### src/rtl/order_msg_parser.sv
// Byte-stream framer/decoder for Add/Delete/Update order messages.
// Assembles big-endian frames into a single-entry parallel output register on a
// valid/ready handshake and drops malformed frames.
// Optional: define ORDER_PARSER_STATS_EN to build the msg_count/err_count counters;
// otherwise both outputs are tied to zero.
module order_msg_parser #(
  parameter int unsigned ID_W  = 32,
  parameter int unsigned PX_W  = 32,
  parameter int unsigned QTY_W = 32,
  parameter int unsigned CNT_W = 16
) (
  input  logic             clk,
  input  logic             reset,
  input  logic             in_valid,
  input  logic [7:0]       in_data,
  input  logic             in_last,
  output logic             in_ready,
  output logic             out_valid,
  input  logic             out_ready,
  output logic [7:0]       out_msg_type,
  output logic             out_side,
  output logic [ID_W-1:0]  out_order_id,
  output logic [PX_W-1:0]  out_price,
  output logic [QTY_W-1:0] out_quantity,
  output logic [CNT_W-1:0] msg_count,
  output logic [CNT_W-1:0] err_count
);

  localparam int unsigned TotW    = ID_W + PX_W + QTY_W;
  localparam int unsigned AuBytes = TotW / 8;
  localparam int unsigned DBytes  = ID_W / 8;
  localparam int unsigned BcW     = $clog2(AuBytes);

  localparam logic [7:0] TypeAdd = 8'h41;
  localparam logic [7:0] TypeDel = 8'h44;
  localparam logic [7:0] TypeUpd = 8'h55;
  localparam logic [7:0] SideBid = 8'h42;
  localparam logic [7:0] SideAsk = 8'h53;

  localparam logic [BcW-1:0] LastAu = BcW'(AuBytes - 1);
  localparam logic [BcW-1:0] LastD  = BcW'(DBytes - 1);

  typedef enum logic [1:0] {StIdle, StSide, StFields, StDiscard} state_e;

  state_e           state_q, state_d;
  logic [7:0]       type_q, type_d;
  logic             side_q, side_d;
  logic [BcW-1:0]   bcnt_q, bcnt_d;
  // Holds all field bytes but the one currently on in_data.
  logic [TotW-9:0]  field_q, field_d;
  logic [TotW-1:0]  field_full;

  logic             out_valid_q, out_valid_d;
  logic [7:0]       out_type_q, out_type_d;
  logic             out_side_q, out_side_d;
  logic [ID_W-1:0]  out_id_q, out_id_d;
  logic [PX_W-1:0]  out_px_q, out_px_d;
  logic [QTY_W-1:0] out_qty_q, out_qty_d;

  logic accept;
  logic final_byte;
  logic msg_load;
  logic frame_err;

  assign in_ready   = !out_valid_q || out_ready;
  assign accept     = in_valid && in_ready;
  assign field_full = {field_q, in_data};
  assign final_byte = (type_q == TypeDel) ? (bcnt_q == LastD) : (bcnt_q == LastAu);

  // Frame FSM next-state: decode type/side, count field bytes, flag errors.
  always_comb begin
    state_d   = state_q;
    type_d    = type_q;
    side_d    = side_q;
    bcnt_d    = bcnt_q;
    field_d   = field_q;
    msg_load  = 1'b0;
    frame_err = 1'b0;
    if (accept) begin
      unique case (state_q)
        StIdle: begin
          if (in_data == TypeAdd || in_data == TypeDel || in_data == TypeUpd) begin
            type_d  = in_data;
            state_d = StSide;
          end else begin
            frame_err = 1'b1;
            state_d   = in_last ? StIdle : StDiscard;
          end
        end
        StSide: begin
          if (in_data == SideBid || in_data == SideAsk) begin
            side_d  = (in_data == SideBid);
            bcnt_d  = '0;
            state_d = StFields;
          end else begin
            frame_err = 1'b1;
            state_d   = in_last ? StIdle : StDiscard;
          end
        end
        StFields: begin
          field_d = field_full[TotW-9:0];
          if (final_byte) begin
            if (in_last) begin
              msg_load = 1'b1;
              state_d  = StIdle;
            end else begin
              frame_err = 1'b1;
              state_d   = StDiscard;
            end
          end else if (in_last) begin
            frame_err = 1'b1;
            state_d   = StIdle;
          end else begin
            bcnt_d = bcnt_q + BcW'(1);
          end
        end
        StDiscard: begin
          if (in_last) state_d = StIdle;
        end
        default: state_d = StIdle;
      endcase
    end
  end

  // Frame FSM and field assembly registers.
  always_ff @(posedge clk) begin
    if (reset) begin
      state_q <= StIdle;
      type_q  <= '0;
      side_q  <= 1'b0;
      bcnt_q  <= '0;
      field_q <= '0;
    end else begin
      state_q <= state_d;
      type_q  <= type_d;
      side_q  <= side_d;
      bcnt_q  <= bcnt_d;
      field_q <= field_d;
    end
  end

  // Output register next-state: hold under backpressure, replace on load.
  always_comb begin
    out_valid_d = out_valid_q && !out_ready;
    out_type_d  = out_type_q;
    out_side_d  = out_side_q;
    out_id_d    = out_id_q;
    out_px_d    = out_px_q;
    out_qty_d   = out_qty_q;
    if (msg_load) begin
      out_valid_d = 1'b1;
      out_type_d  = type_q;
      out_side_d  = side_q;
      if (type_q == TypeDel) begin
        out_id_d  = field_full[ID_W-1:0];
        out_px_d  = '0;
        out_qty_d = '0;
      end else begin
        out_id_d  = field_full[TotW-1 -: ID_W];
        out_px_d  = field_full[PX_W+QTY_W-1 -: PX_W];
        out_qty_d = field_full[QTY_W-1:0];
      end
    end
  end

  // Single-entry output register.
  always_ff @(posedge clk) begin
    if (reset) begin
      out_valid_q <= 1'b0;
      out_type_q  <= '0;
      out_side_q  <= 1'b0;
      out_id_q    <= '0;
      out_px_q    <= '0;
      out_qty_q   <= '0;
    end else begin
      out_valid_q <= out_valid_d;
      out_type_q  <= out_type_d;
      out_side_q  <= out_side_d;
      out_id_q    <= out_id_d;
      out_px_q    <= out_px_d;
      out_qty_q   <= out_qty_d;
    end
  end

  assign out_valid    = out_valid_q;
  assign out_msg_type = out_type_q;
  assign out_side     = out_side_q;
  assign out_order_id = out_id_q;
  assign out_price    = out_px_q;
  assign out_quantity = out_qty_q;

`ifdef ORDER_PARSER_STATS_EN
  logic [CNT_W-1:0] msg_cnt_q, err_cnt_q;

  // Saturating message and dropped-frame counters.
  always_ff @(posedge clk) begin
    if (reset) begin
      msg_cnt_q <= '0;
      err_cnt_q <= '0;
    end else begin
      if (msg_load && (msg_cnt_q != '1)) msg_cnt_q <= msg_cnt_q + CNT_W'(1);
      if (frame_err && (err_cnt_q != '1)) err_cnt_q <= err_cnt_q + CNT_W'(1);
    end
  end

  assign msg_count = msg_cnt_q;
  assign err_count = err_cnt_q;
`else
  logic unused_stats;
  assign unused_stats = msg_load ^ frame_err;
  assign msg_count    = '0;
  assign err_count    = '0;
`endif

endmodule

### config.mk
export PLATFORM = sky130hd
export DESIGN_NAME = order_msg_parser
export DESIGN_NICKNAME = d
export VERILOG_FILES = /design/src/rtl/order_msg_parser.sv
export SDC_FILE = /design/constraint.sdc
export NUM_CORES = 1
export LEC_CHECK = 0
export ABC_AREA = 0
export CAP_MARGIN = 20
export CELL_PAD_IN_SITES_DETAIL_PLACEMENT = 0
export CELL_PAD_IN_SITES_GLOBAL_PLACEMENT = 1
export CORE_UTILIZATION = 37
export CTS_BUF_LIST = sky130_fd_sc_hd__clkbuf_4 sky130_fd_sc_hd__clkbuf_8
export CTS_CLUSTER_DIAMETER = 150
export CTS_CLUSTER_SIZE = 28
export DETAILED_ROUTE_END_ITERATION = 6
export PLACE_DENSITY_LB_ADDON = 0.2
export SLEW_MARGIN = 10
export SYNTH_ARGS = -nofsm -noshare
export SYNTH_HDL_FRONTEND = slang
export SYNTH_SLANG_ARGS = --single-unit
### constraint.sdc
create_clock -name clk -period 1.9 [get_ports clk]
set_input_delay 0.57 -clock clk [delete_from_list [all_inputs] [get_ports clk]]
set_output_delay 0.57 -clock clk [all_outputs]
set_load 0.03 [all_outputs]
==> results.cfg <==
[outcome]
status = complete, but fails checks
failed_checks = setup timing

[global_routing]
grt_pass1_wl_mm = 33.9
grt.overflow.total = 0
grt_max_degree = 67
antenna_found_initial = 0
grtUsageTotal = 0.192
grt_pass1_vias = 6273

[placement]
gp_congestion = 0.821
port-buffer-count = 119
hpwl_mm = 14.2

[floorplanning]
start_util = 0.380
die_y_um = 150
io_pins = 152
die_w_um = 150
rows = 53
die_area_mm2 = 0.0224
core_area_mm2 = 0.0212

[power]
clkPwrFrac = 0.286
combPwrFrac = 0.057
sw_frac_of_total = 0.246
p_int_mw = 5.06
seqPwrFrac = 0.657
switchingPower_mw = 1.65
ir_drop_mv = 0.370
p_leak_nw = 3.76
powerDensity_mw_per_mm2 = 636

[run]
maxCapViolCount = 0

[sta]
layout_setup_ws_ns = -0.135
hold_slack_ns = 0.386
hold_viol = 0
setup_viol = 110
finalCritPeriodShare = 1.07
drv_slew = 0
fin_worst_skew_ns = 0.0409
rsz0062_at_grt = true
period_needed_ns = 2.04
timing.fmax_mhz = 491

[hold_path]
hold_class = in -> reg

[setup_path]
cp.arrival_ns = 2.49
cp_slowest_cell = or4b_4
path_delay_family = simple AND/OR/NAND/NOR gates
worstSetupPathType = reg -> reg
required_ns = 2.35
cp-end-kind = flip-flop
cp_cell_sequence = or4b_4 -> nor3_4 -> o2111a_2 -> buf_6 -> clkbuf_16 -> nor2_2 -> a211oi_2
start_kind = flip-flop
critical_path.max_stage_delay_ns = 0.56
crit_fanout = 5
path_buf_inv = 2

[logic_synthesis]
synthCells = 903
yosysWarnings = 0
synthXorXnorAreaFrac = 0.00217
synthSimpleGateAreaFrac = 0.173
ys_ff_latch = 209
async_reset_ff_frac = 0
synth_mux_area_frac = 0.0434
synth_edf_count = 0
synth_top_family_by_area = compound AO/OA/AOI/OAI gates
synth_fa_ha_area_frac = 0.00155
synth_cell_type_count = 43
postSynthAreaPerCell_um2 = 8.94
synthFlopType = dfxtp_1
synth_area_mm2 = 0.00807
synth_compound_area_frac = 0.186
yosysSeqAreaShare = 0.518

[cells_and_area]
areaGrowthSynthToFinish_pct = 30.9
fillers = 2065
layout_common_cells = 204 x dfxtp_1, 192 x nand2_1, 96 x a21oi_1
antennaDiodeCount = 0
layout_commonest_cell = dfxtp_1
final_core_utilization = 0.498
layout-drive-gt1-share = 0.228
fin_nets = 1065

[cts]
ctsHoldBuffers = 0
clock_path_buffers = 3
clk_pin_slew_ns = 0.16
clock_sinks = 209
cts_htree_levels = 1
cts_tree = built
root_buffer = clkbuf_8
insertion_delay_ns = 0.52
cts_buffers = 11

[route]
wirelength_mm = 21.9
drc = 0
drt-initial-drc-count = 376
drtPass1Iterations = 7
ant_nets = 0
via_per_inst = 4.97
wl_per_cell_um = 16.5
vias = 6588
-- power by group through the flow --
stage	sequential [mW]	combinational [mW]	clock, mW
final	4.41	0.380	1.92
after global routing	4.42	0.409	2.13
after CTS	4.41	0.380	2.01
after detailed placement	4.50	0.379	0
after global placement	4.50	0.381	0
after floorplan	4.50	0.277	0
-- per-layer routing --
layer	part of all wire	GRT usage	vias to the layer above
met5	0	0	-
met4	0.0091	0.0374	0
met1	0.47	0.270	3134
met2	0.47	0.312	140
li1	-	-	3302
met3	0.042	0.0265	12
-- cell usage after synthesis (all sizes together), types with 2 or more instances --
cell type    n  area, µm²
o211ai       2       20.0
nor4b        3       26.3
dfxtp      209       4180
buf         57        433
nor2       106        400
or4b         3       33.8
nand4        2       12.5
a21boi       2       15.0
clkbuf      42        161
a211oi      34        405
nand4b       3       26.3
inv          3       11.3
or3          2       12.5
nor2b        4       25.0
xnor2        2       17.5
nand3        4       20.0
mux2i       35        350
nand2      198        743
a22oi       64        480
and2         5       31.3
nor3         5       35.0
a21oi      102        510
o21ai        5       25.0
-- flip-flops by register name, indices dropped and copies added (netlist names) --
name / cells
out_msg_type: 8
bcnt_q: 4
out_price: 32
out_order_id: 32
side_q: 1
field_q: 88
out_valid: 1
type_q: 8
out_quantity: 32
state_q: 2
out_side: 1
-- final timing paths --
path	from	to	slack, ns	cells after the start
max	type_q[3]	out_order_id[2]	-0.14	7
max reg2reg	type_q[3]	out_order_id[2]	-0.14	7
min reg2reg	out_msg_type[6]	out_msg_type[6]	0.46	2
min	reset	out_side	0.39	2
-- per-stage QoR --
stage                     area (µm²)  TNS [ns]  total power, mW  instances  worst slack [ns]
after floorplan                 8230     -1.38             4.77        934           -0.0308
after global placement          9880    -60.24             4.89       1297            -0.542
after detailed placement        9880    -65.24             4.88       1297            -0.537
after CTS                      10200     -8.33             6.80       1320            -0.119
after global routing           10600    -18.38             6.95       1325            -0.236
final                          10600     -7.96             6.71       1325            -0.135
-- kinds of logic after synthesis --
family	Yosys count
muxes	35
xor gates and xnor gates	2
other	1
AOI/OAI and AO/OA	214
buffers and inverters	102
adders and majority gates	1
DFF	209
and+or+nand+nor	339
-- layout make-up --
| cell class | instances | area [µm²] | share of cell area |
|---|---|---|---|
| Sequential cell | 209 | 4190 | 0.397 |
| Multi-Input combinational cell | 623 | 3780 | 0.358 |
| Timing Repair Buffer | 203 | 2070 | 0.196 |
| Tap cell | 275 | 344 | 0.0326 |
| Clock buffer | 11 | 151 | 0.0143 |
| Clock inverter | 1 | 16.3 | 0.00154 |
| Inverter | 3 | 11.3 | 0.00107 |
-- timing repair --
action                                  CTS  global route
endpoints found under the setup margin  213           188
pin swaps                                 8            28
gates resized for setup                 178           154
buffers inserted                          7             4
gates cloned                              4             4
-- worst reg2reg max path, cell delays in order (launching register included) --
cell,delay (ns)
dfxtp_2,0.35
or4b_4,0.56
nor3_4,0.22
o2111a_2,0.33
buf_6,0.18
clkbuf_16,0.16
nor2_2,0.04
a211oi_2,0.18
Power figures use the tool's default switching activity.
